### config.mk
export PLATFORM = sky130hd
export DESIGN_NAME = sao_stat_ctrl
export DESIGN_NICKNAME = d
export VERILOG_FILES = /design/src/rtl/sao_pkg.sv /design/src/rtl/sao_stat_ctrl.sv
export SDC_FILE = /design/constraint.sdc
export NUM_CORES = 1
export LEC_CHECK = 0
export ABC_AREA = 1
export BUFFER_PORTS_ARGS = -buffer_cell sky130_fd_sc_hd__buf_4
export CAP_MARGIN = 40
export CORE_MARGIN = 2
export CORE_UTILIZATION = 50
export CTS_CLUSTER_SIZE = 30
export DETAILED_ROUTE_END_ITERATION = 16
export MAX_ROUTING_LAYER = met4
export PLACE_DENSITY_LB_ADDON = 0.2
export SLEW_MARGIN = 10
export SYNTH_ARGS = -nofsm -noshare
export SYNTH_HDL_FRONTEND = slang
export SYNTH_SLANG_ARGS = --single-unit
### constraint.sdc
create_clock -name clk -period 1.8 [get_ports clk]
set_clock_uncertainty 0.2 [all_clocks]
set_input_delay 0.36 -clock clk [delete_from_list [all_inputs] [get_ports clk]]
set_output_delay 0.36 -clock clk [all_outputs]
set_load 0.02 [all_outputs]
### src/rtl/sao_pkg.sv
// rtl/sao_pkg.sv - SAO statistics controller types, component ids and beat-count helper (SAO_STAT_PIX8_EN selects 8 pixels per beat)
package sao_pkg;

`ifdef SAO_STAT_PIX8_EN
    localparam int SAO_N_PIX_DEF = 8;
`else
    localparam int SAO_N_PIX_DEF = 4;
`endif
    localparam int SAO_CTB_LOG2_DEF = 6;

    typedef enum logic [2:0] {
        IDLE,
        RUN_Y,
        RUN_CB,
        RUN_CR,
        DRAIN,
        DONE
    } sao_stat_st_t;

    localparam logic [1:0] CIDX_Y  = 2'd0;
    localparam logic [1:0] CIDX_CB = 2'd1;
    localparam logic [1:0] CIDX_CR = 2'd2;

    // Chroma is 4:2:0, so each chroma plane holds a quarter of the luma samples.
    function automatic int beats_per_comp(input logic [1:0] cidx,
                                          input int ctb_log2 = SAO_CTB_LOG2_DEF,
                                          input int n_pix    = SAO_N_PIX_DEF);
        if (cidx == CIDX_Y)
            return (1 << (2 * ctb_log2)) / n_pix;
        else
            return (1 << (2 * ctb_log2 - 2)) / n_pix;
    endfunction

endpackage

### src/rtl/sao_stat_ctrl.sv
// rtl/sao_stat_ctrl.sv - SAO statistics CTB sequencer over Y/Cb/Cr with drain (SAO_STAT_PIX8_EN selects 8 pixels per beat)
module sao_stat_ctrl
    import sao_pkg::*;
#(
    parameter int N_PIX     = SAO_N_PIX_DEF,
    parameter int CTB_LOG2  = 6,
    parameter int DRAIN_CYC = 2
) (
    input  logic       clk,
    input  logic       arst_n,
    input  logic       rst_n,
    input  logic       start,
    input  logic       pix_valid,
    output logic       pix_req,
    output logic       en_o,
    output logic       isWorking_stat,
    output logic       wait_forPre,
    output logic       not_end,
    output logic       not_end_pre_stage,
    output logic [1:0] cIdx,
    output logic       busy,
    output logic       done
);

    localparam int CW = CTB_LOG2 * 2;
    localparam logic [CW-1:0] LAST_Y     = CW'(beats_per_comp(CIDX_Y,  CTB_LOG2, N_PIX) - 1);
    localparam logic [CW-1:0] LAST_C     = CW'(beats_per_comp(CIDX_CB, CTB_LOG2, N_PIX) - 1);
    localparam logic [CW-1:0] LAST_DRAIN = CW'(DRAIN_CYC - 1);

    sao_stat_st_t  state, state_nxt;
    logic [CW-1:0] cnt;
    logic          in_run;
    logic          beat_last;

    assign in_run    = (state == RUN_Y) || (state == RUN_CB) || (state == RUN_CR);
    assign beat_last = in_run && pix_valid &&
                       (cnt == ((state == RUN_Y) ? LAST_Y : LAST_C));

    // The counter doubles as the drain timer; any state change restarts it.
    always_ff @(posedge clk or negedge arst_n) begin
        if (!arst_n) begin
            state <= IDLE;
            cnt   <= '0;
        end else if (!rst_n) begin
            state <= IDLE;
            cnt   <= '0;
        end else begin
            state <= state_nxt;
            if (state_nxt != state)
                cnt <= '0;
            else if ((in_run && pix_valid) || (state == DRAIN))
                cnt <= cnt + 1'b1;
        end
    end

    always_comb begin
        state_nxt = state;
        case (state)
            IDLE:    if (start) state_nxt = RUN_Y;
            RUN_Y:   if (beat_last) state_nxt = RUN_CB;
            RUN_CB:  if (beat_last) state_nxt = RUN_CR;
            RUN_CR:  if (beat_last) state_nxt = DRAIN;
            DRAIN:   if (cnt == LAST_DRAIN) state_nxt = DONE;
            DONE:    state_nxt = IDLE;
            default: state_nxt = IDLE;
        endcase
    end

    always_comb begin
        pix_req           = 1'b0;
        en_o              = 1'b0;
        isWorking_stat    = 1'b0;
        wait_forPre       = 1'b0;
        not_end           = 1'b1;
        not_end_pre_stage = 1'b1;
        cIdx              = CIDX_Y;
        busy              = (state != IDLE);
        done              = 1'b0;
        case (state)
            RUN_Y, RUN_CB, RUN_CR: begin
                pix_req           = pix_valid;
                en_o              = pix_valid;
                isWorking_stat    = pix_valid;
                wait_forPre       = !pix_valid;
                not_end           = !beat_last;
                not_end_pre_stage = !(beat_last && (state == RUN_CR));
                cIdx              = (state == RUN_Y)  ? CIDX_Y :
                                    (state == RUN_CB) ? CIDX_CB : CIDX_CR;
            end
            DRAIN: begin
                en_o = 1'b1;
                cIdx = CIDX_CR;
            end
            DONE: begin
                done = 1'b1;
                cIdx = CIDX_CR;
            end
            default: ;
        endcase
    end

endmodule

# ---- After elaboration in Yosys (flattened, before gate mapping)
# Cells that the tools add are included.
dict set report classes {
  add_sub_neg 1
  n_mul 0
  n_div 0
  n_lt_le_gt_ge 0
  eq_ne 9
  shifts 0
  n_mux 20
  bitwise 0
  n_reduce_logical 13
}
# op count
set op_table {}
lappend op_table {{$mux W12} 3}
lappend op_table {{$mux W3} 6}
lappend op_table {{$pmux W3 S5} 1}
lappend op_table {{$add A12 B1 Y12 const B} 1}
lappend op_table {{$eq A12 B1 Y1 const B} 1}
lappend op_table {{$eq A12 B10 Y1} 1}
lappend op_table {{$mux W10} 1}
lappend op_table {{$eq A3 B2 Y1 const B} 2}
lappend op_table {{$eq A3 B3 Y1 const B} 2}
lappend op_table {{$mux W1} 5}
lappend op_table {{$mux W2} 2}
lappend op_table {{$pmux W2 S2} 1}
lappend op_table {{$eq A3 B1 Y1 const B} 1}
lappend op_table {{$logic_and A1 B1 Y1} 3}
lappend op_table {{$logic_not A1 Y1} 3}
lappend op_table {{$logic_not A3 Y1} 1}
lappend op_table {{$logic_or A1 B1 Y1} 3}
lappend op_table {{$ne A3 B1 Y1 const B} 1}
lappend op_table {{$ne A3 B3 Y1} 1}
lappend op_table {{$reduce_bool A3 Y1} 1}
lappend op_table {{$reduce_or A3 Y1} 1}
lappend op_table {{$pmux W1 S2} 1}
lappend op_table {{$reduce_or A2 Y1} 1}
dict set report word_totals {
  reg_bits 15
  latchBits 0
  ramBits 0
  rom_bits 0
  input_bits 5
  elab_cells 45
  mem_count 0
}

# ---- Depth between registers and ports, before layout
# Gate-level depths: netlist of the first run.
dict set report logic_depth {
  depth_word 10
  depth_mapped 13
  depth_no_buf 12
}

# ---- Worst setup path before layout of the first run
# OpenSTA, ideal clock, no wires.
dict set report synth_timing {
  kind {reg-to-reg}
  from {register cnt[0]}
  to {register cnt[1]}
  setup_ps 122
  t_arrival_ps 1546
  required_time_ps 1478
  path_slack_ps -68
  stages_incl_launch_ff 12
  cell_sequence {dfrtp_1 -> ha_1 -> nand2_1 -> nor2_1 -> nand3_1 -> nor2_4 -> nand3_2 -> nand3_2 -> nand3_1 -> nand3_2 -> buf_6 -> nor2_2}
}
dict set report synth_via {
  elab_chain_cells 7
}
# item line
set synth_lines {}
lappend synth_lines {{from (decl)} sao_stat_ctrl.sv:31} ;# logic [CW-1:0] cnt;
lappend synth_lines {{from (signal assigned)} sao_stat_ctrl.sv:52} ;# cnt <= cnt + 1'b1;
lappend synth_lines {{$eq A12 B10 Y1} sao_stat_ctrl.sv:37} ;# (cnt == ((state == RUN_Y) ? LAST_Y : LAST_C));
lappend synth_lines {{$logic_and A1 B1 Y1} sao_stat_ctrl.sv:36} ;# assign beat_last = in_run && pix_valid &&
lappend synth_lines {{$mux W3 (on tied branches)} {sao_stat_ctrl.sv:62, sao_stat_ctrl.sv:60, sao_stat_ctrl.sv:61}}
lappend synth_lines {{$pmux W3 S5} sao_stat_ctrl.sv:58} ;# case (state)
lappend synth_lines {{$ne A3 B3 Y1} sao_stat_ctrl.sv:49} ;# if (state_nxt != state)
lappend synth_lines {{$mux W12} sao_stat_ctrl.sv:49}
lappend synth_lines {{$mux W12} sao_stat_ctrl.sv:44} ;# end else if (!rst_n) begin
# Several ways; a longest one is shown, not always the timed one. The select of a mux whose other input is x is not followed.
# A chain may end at the register's enable or synchronous reset.

# ---- Final worst setup path of the first run
dict set report layout_timing {
  from {register cnt[11]}
  to {output not_end_pre_stage}
}
dict set report layout_via {
  elab_chain_cells 5
}
# item line
set layout_lines {}
lappend layout_lines {{$eq A12 B10 Y1} sao_stat_ctrl.sv:37}
lappend layout_lines {{$logic_and A1 B1 Y1} sao_stat_ctrl.sv:36}
lappend layout_lines {{$logic_and A1 B1 Y1} sao_stat_ctrl.sv:86} ;# not_end_pre_stage = !(beat_last && (state == RUN_CR));
lappend layout_lines {{$logic_not A1 Y1} sao_stat_ctrl.sv:86}
lappend layout_lines {{$mux W1} sao_stat_ctrl.sv:79} ;# case (state)
lappend layout_lines {{to (decl)} sao_stat_ctrl.sv:19} ;# output logic not_end_pre_stage,
# Every way passes these cells.

==> impl_metrics.yaml, run 1 <==
status:
  status: "finished with violations"
  violations: "setup timing"
drt:
  wl_met1_um: 1247
  drt_iter0_drc: 21
  top_layer: "met4"
  vias: 1099
  wl_um: 3120
  first_pass_iters: 4
  ant_nets: 0
  routed_via_density: 5.160
  dr_wl_met2_um: 1609
  drc: 0
  post_drt_wl_per_cell_um: 14.65
  route.met3.wl_um: 125
logic_synthesis:
  synth_area_leader_cell: "dfrtp_1"
  ys_async_sr_fraction_pct: 100.0
  synth.yosys.seq_area_share_pct: 36.81
  synth.most_common_cell: "nand2_1"
  syn_area_per_cell_um2: 7.784
  synth_ff_type: "dfrtp_1"
  synth.top_cell.area_share_pct: 36.81
  synth_area_um2: 1020
  synth_nets: 138
  synthTopCellsByArea: "dfrtp_1 (37%), nand2_1 (8.5%), nor2_2 (7.4%), inv_1 (6.3%), xor2_1 (6.0%)"
  syn_inst: 131
  yosys-top-cells-count: "nand2_1 (23), inv_1 (17), dfrtp_1 (15)"
  synth.yosys.warnings: 0
  ys_ff_latch: 15
  synth-edff-count: 0
  yosysUniqueCellTypes: 23
critical_path:
  critical_path_arrival_ns: 1.53
  crit_required_ns: 1.24
  worstSetupPathType: "flip-flop to output pin"
  worstSetupStartpointType: "flip-flop"
  path_max_fanout: 3
  crit_path_end_kind: "output pin"
power:
  ir_worst_vdd_v: 0.0003322
  leakagePower_nw: 0.7973
  finalPower_mw: 0.7312
  p_per_area_nw_per_um2: 434.8
timing:
  setup_viol: 23
  fmax_mhz: 477.7
  rsz0062_at_grt: "yes"
  hold_viol_final: 0
  slew_violations: 0
  min_period_ns: 2.093
  max_slew.worst_pin.slew_ns: 0.3223
  post-route-period-util_pct: 116.3
  timing.final.ws_setup_ns: -0.2933
  relSlewSlack_pct: 78.28
floorplanning:
  die_h_um: 49.16
  fp-row-count: 16
  dieWidth_um: 49.16
  initial_core_util_pct: 52.51
  ioPinCount: 15
  dieArea_um2: 2417
  core_area_um2: 1942
cells_and_area:
  synthToLayoutAreaGrowth_pct: 64.91
  diodes: 0
  instances_no_fill: 213
  nNetsFinal: 194
  fin_util_pct: 86.60
  fillers: 83
  drive_gt1_share_pct: 56.45
cts:
  htreeDepth: 1
  cts_tree: "yes"
  cts.clk_slew.worst_paths_ns: 0.10
  clockBufferDepth: 2
  clock-root-buffer: "clkbuf_4"
  cts_sinks: 15
  worstSkewPairLatency_ns: 0.30
  cts_buffers: 3
flow_run:
  drv_cap: 0
global_routing:
  first_global_vias: 1084
  grt_pass1_wl_um: 4940
  grt_usage_pct: 28.10
  gr-total-overflow: 0
  grt_max_degree: 16
  antenna_found_initial: 0
placement:
  place_inst: 194
  gp_congestion: 0.8720
  io_buffers: 14
  dp_slack_ns: -0.1339
  detailed_place_hpwl_um: 1742
worst_hold_path:
  hp-class: "input pin to flip-flop"
==> cell type report <==
class	count	area, µm²	share of cell area (%)
tap	27	33.78	2.009
timing repair buffer	55	504.2	29.99
clock inverter	1	5.005	0.2976
multi-input combinational	95	668.1	39.73
clock buffer	3	22.52	1.339
sequential	15	376.6	22.40
inverter	17	71.32	4.241
==> final timing paths <==
check / endpoint / from / slack (ns) / cells after the start
max: not_end_pre_stage / cnt[11] / -0.29 / 5
min: state[0] / rst_n / 0.15 / 3
max reg2reg: cnt[2] / state[1] / -0.28 / 14
min reg2reg: cnt[9] / cnt[9] / 0.43 / 2
max in group asynchronous: state[1] / arst_n / 0.97 / 2
min in group asynchronous: cnt[5] / arst_n / 0.24 / 2
==> layout by cell type (no fill, tap or decap), drive strengths merged <==
cell type,count
buf,54
dlygate4sd3,1
dfrtp,15
xnor2,2
xor2,7
inv,17
or2,2
nand4,2
o211ai,2
clkbuf,3
ha,2
nor3,4
a22oi,1
nor2,28
nand2,27
a21oi,4
or3b,1
nand3,11
clkinv,1
o21ai,2
==> critical path, cell delays in order, from the launching register on <==
cell	delay, ns
dfrtp_1	0.41
nor2_1	0.29
nand3_2	0.15
nor2_4	0.11
nand4_1	0.11
buf_4	0.18
==> layer usage <==
metal	global-route usage (%)	up-vias
met5	-	-
met4	10.48	0
met2	49.10	35
met1	32.54	527
met3	3.988	15
li1	-	522
==> registers in the layout (all words and copies together) (netlist names) <==
signal	flops
cnt	12
state	3
==> metrics by stage <==
step	hold WS (ns)	cell area [µm²]	TNS, ns
2_1_floorplan	-0.1356	1023	-0.6226
4_1_cts	0.1350	1592	-3.360
5_1_grt	0.1555	1682	-6.268
3_3_place_gp	0.02305	1335	-0.4198
6_report	0.1530	1682	-4.563
3_5_place_dp	0.02452	1335	-1.426
==> logic make-up after synthesis <==
logic type / synth area share, %
AOI/OAI and AO/OA: 5.153
buffers and inverters: 9.324
adders and majority gates: 2.454
DFF: 36.81
xor gates and xnor gates: 7.730
and+or+nand+nor: 38.53
==> power by group <==
group | switching [mW] | internal (mW)
clock network | 0.117 | 0.0828
registers | 0.00303 | 0.340
logic | 0.0954 | 0.0937
==> timing repair <==
action / CTS / global route
cloned: 1 / 0
setup endpoints to repair: 22 / 24
resized for setup: 37 / 19
setup buffers: 13 / 4
pin swaps: 10 / 11
endpoints found under the hold margin: 15 / 0
hold buffers: 1 / 0
No activity file was read; power rests on OpenSTA's default activity.
==> run 2, diff against run 1 <==
--- a/config.mk
+++ b/config.mk
@@ -12,8 +12,10 @@
 export CORE_UTILIZATION = 50
 export CTS_CLUSTER_SIZE = 30
 export DETAILED_ROUTE_END_ITERATION = 16
+export HOLD_SLACK_MARGIN = 0.1
 export MAX_ROUTING_LAYER = met4
 export PLACE_DENSITY_LB_ADDON = 0.2
+export SETUP_SLACK_MARGIN = 0.1
 export SLEW_MARGIN = 10
 export SYNTH_ARGS = -nofsm -noshare
 export SYNTH_HDL_FRONTEND = slang
==> impl_metrics.yaml, run 2 <==
placement:
  dp_slack_ns: -0.1118
  io_buffers: 14
  detailed_place_hpwl_um: 1702
  gp_congestion: 0.8720
logic_synthesis:
  synth-compound-area-share_pct: 5.153
  synth.yosys.warnings: 0
  syn_inst: 131
  yosys.area_share.simple_pct: 38.53
  synthTopCellsByArea: "dfrtp_1 (37%), nand2_1 (8.5%), nor2_2 (7.4%), inv_1 (6.3%), xor2_1 (6.0%)"
  yosys-top-cells-count: "nand2_1 (23), inv_1 (17), dfrtp_1 (15)"
  syn_area_per_cell_um2: 7.784
  synth-edff-count: 0
  synthXorXnorAreaFrac_pct: 7.730
  synth_area_leader_cell: "dfrtp_1"
  synth.yosys.seq_area_share_pct: 36.81
  synth_nets: 138
  ys_ff_latch: 15
  synth_area_um2: 1020
  yosysUniqueCellTypes: 23
  synthMuxAreaShare_pct: 0
  ys_async_sr_fraction_pct: 100.0
  synthAdderAreaFrac_pct: 2.454
  synth.top_cell.area_share_pct: 36.81
  synth_ff_type: "dfrtp_1"
  synth_top_family_by_area: "simple AND/OR/NAND/NOR gates"
  synth.most_common_cell: "nand2_1"
status:
  haltStage: "global routing (5_1_grt)"
  status: "stopped before the end"
  error_line: "[ERROR DPL-0038] Utilization greater than 100%, impossible to legalize"
floorplanning:
  dieWidth_um: 49.16
  fp-row-count: 16
  ioPinCount: 15
  initial_core_util_pct: 52.51
  die_h_um: 49.16
timing:
  crit_endpoint: "not_end_pre_stage"
  worstEndpointType: "output port"
cts:
  cts_sinks: 15
  clockBufferDepth: 2
  cts_buffers: 3
  clock-root-buffer: "clkbuf_4"
  htreeDepth: 1
global_routing:
  grt_max_degree: 16
run 2: logic make-up after synthesis:
logic type / after synthesis
fa+ha+maj: 2
xor+xnor: 9
compound gates: 9
buf+inv: 21
simple gates: 75
flops: 15
run 2: timing repair:
| action | in CTS |
|---|---|
| endpoints found under the hold margin | 15 |
| pin swaps | 24 |
| setup buffers | 15 |
| gates cloned | 1 |
| endpoints found under the setup margin | 23 |
| hold buffers | 1 |
| gates resized for setup | 59 |
run 2: through the flow:
step / instance area (µm²) / instances
after CTS: 1713 / 214
after detailed placement: 1335 / 194
after global placement: 1335 / 194
after floorplan: 1023 / 131
==> run 3, diff against run 2 <==
--- a/config.mk
+++ b/config.mk
@@ -8,14 +8,10 @@
 export ABC_AREA = 1
 export BUFFER_PORTS_ARGS = -buffer_cell sky130_fd_sc_hd__buf_4
 export CAP_MARGIN = 40
-export CORE_MARGIN = 2
-export CORE_UTILIZATION = 50
-export CTS_CLUSTER_SIZE = 30
+export CORE_AREA = 2 2 63 65
 export DETAILED_ROUTE_END_ITERATION = 16
-export HOLD_SLACK_MARGIN = 0.1
-export MAX_ROUTING_LAYER = met4
-export PLACE_DENSITY_LB_ADDON = 0.2
-export SETUP_SLACK_MARGIN = 0.1
+export DIE_AREA = 0 0 65 67
+export PLACE_DENSITY_LB_ADDON = 0.15
 export SLEW_MARGIN = 10
 export SYNTH_ARGS = -nofsm -noshare
 export SYNTH_HDL_FRONTEND = slang
==> constraint.sdc (replaced) <==
create_clock -name clk -period 2.35 [get_ports clk]
set_clock_uncertainty 0.2 [all_clocks]
set_input_delay 0.47 -clock clk [delete_from_list [all_inputs] [get_ports clk]]
set_output_delay 0.47 -clock clk [all_outputs]
set_load 0.02 [all_outputs]
==> impl_metrics.yaml, run 3 (same netlist as run 1, synthesis figures left out) <==
cts:
  htreeDepth: 1
  cts_buffers: 3
  cts.clk_slew.worst_paths_ns: 0.07
  cts_tree: "yes"
  clockBufferDepth: 2
  cts_sinks: 15
  clock-root-buffer: "clkbuf_8"
  worstSkewPairLatency_ns: 0.25
placement:
  detailed_place_hpwl_um: 1749
  dp_slack_ns: 0.2533
  place_area_um2: 1176
  place_inst: 192
  io_buffers: 14
  gp_congestion: 0.8415
timing:
  post-route-period-util_pct: 96.82
  timing.final.ws_setup_ns: 0.07484
  slew_violations: 0
  relSlewSlack_pct: 74.11
  max_slew.worst_pin.slew_ns: 0.3884
  setup_viol: 0
  fin_setup_tns_ns: 0
  fmax_mhz: 439.5
  hold_viol_final: 0
  hold_ws_ns: 0.3014
  min_period_ns: 2.275
drt:
  post_drt_wl_per_cell_um: 11.29
  ant_nets: 0
  vias: 909
  first_pass_iters: 4
  wl_um: 2269
  drc: 0
  routed_via_density: 4.522
  drt_iter0_drc: 41
cells_and_area:
  final_cell_mix: "nand2_1 (23), buf_4 (21), inv_1 (17)"
  fin_util_pct: 35.22
  fillers: 392
  multi_input_area_um2: 556.8
  largest_reg_flops: 12
  stdcell_area_um2: 1270
  nNetsFinal: 161
  instances_no_fill: 201
  diodes: 0
  regMostFlops: "cnt"
  final_common_cell: "nand2_1"
  synthToLayoutAreaGrowth_pct: 24.54
  drive_gt1_share_pct: 33.33
  regArea_um2: 375.4
  top_regs: "cnt (12), state (3)"
global_routing:
  first_global_vias: 899
  use_met1_pct: 15.32
  antenna_found_initial: 0
  grt_usage_pct: 12.04
  grt_use_met2_pct: 20.10
  gr-total-overflow: 0
  grt_pass1_wl_um: 4022
  busiest_layer: "met2"
  grt_use_met3_pct: 2.196
  grt_max_degree: 16
floorplanning:
  dieWidth_um: 65
  die_h_um: 67
  initial_core_util_pct: 28.28
  dieArea_um2: 4355
  ioPinCount: 15
  fp-row-count: 22
  core_area_um2: 3606
power:
  ir_worst_vdd_v: 0.0001917
  leakagePower_nw: 0.6042
  finalPower_mw: 0.5484
  p_per_area_nw_per_um2: 431.8
worst_hold_path:
  hp-class: "input pin to flip-flop"
critical_path:
  reg2regPathDepth: 12
  crit_path_end: "en_o"
  reg2reg_from: "cnt[0]"
  r2r_slack_ns: 0.19
  r2r-end: "cnt[4]"
  worstSetupStartpointType: "flip-flop"
  critical_path_arrival_ns: 1.61
  crit_required_ns: 1.68
  path_max_fanout: 6
  worstSetupPathType: "flip-flop to output pin"
  crit_path_end_kind: "output pin"
  crit_start: "state[1]"
flow_run:
  drv_cap: 0
status:
  status: "complete, no violations"
-- run 3: critical path, stage by stage (launching register included) --
cell	delay (ns)
dfrtp_1	0.38
nor2_2	0.28
nor2_4	0.07
nand2_2	0.11
nand2_1	0.16
buf_4	0.21
buf_4	0.15
-- run 3: metal layers --
layer  vias to the layer above  part of all wire [%]
met5                         -                     0
met4                         0                   1.4
met3                         5                   4.0
met2                        19                    45
met1                       430                    50
li1                        455                     -
-- run 3: worst min-delay path by stage --
stage	from	end	slack, ns	cells past startpoint
floorplan	arst_n	cnt[0]	-0.03	0
global placement	arst_n	cnt[1]	0.14	1
detailed placement	arst_n	cnt[2]	0.14	1
CTS	rst_n	state[2]	0.29	3
global route	rst_n	state[2]	0.30	3
finish	rst_n	state[2]	0.30	3
-- run 3: timing repair --
action / in CTS / in global routing
endpoints found under the setup margin: 0 / 3
hold endpoints to repair: 15 / 0
setup buffers: 0 / 4
gates resized for setup: 0 / 2
hold buffers: 1 / 0
-- run 3: where the power goes --
group,total (mW),switching (mW),internal (mW),leakage [nW]
Sequential,0.263,0.00204,0.261,0.208
Combinational,0.0749,0.0471,0.0278,0.370
Clock,0.211,0.0935,0.117,0.0255
-- run 3: area by class of cell --
| type | count | area share (%) |
|---|---|---|
| inverter | 17 | 5.025 |
| clock inverter | 1 | 0.3941 |
| multi-input combinational | 95 | 43.84 |
| tap | 48 | 4.729 |
| clock buffer | 3 | 3.251 |
| sequential | 15 | 29.56 |
| timing repair buffer | 22 | 13.20 |
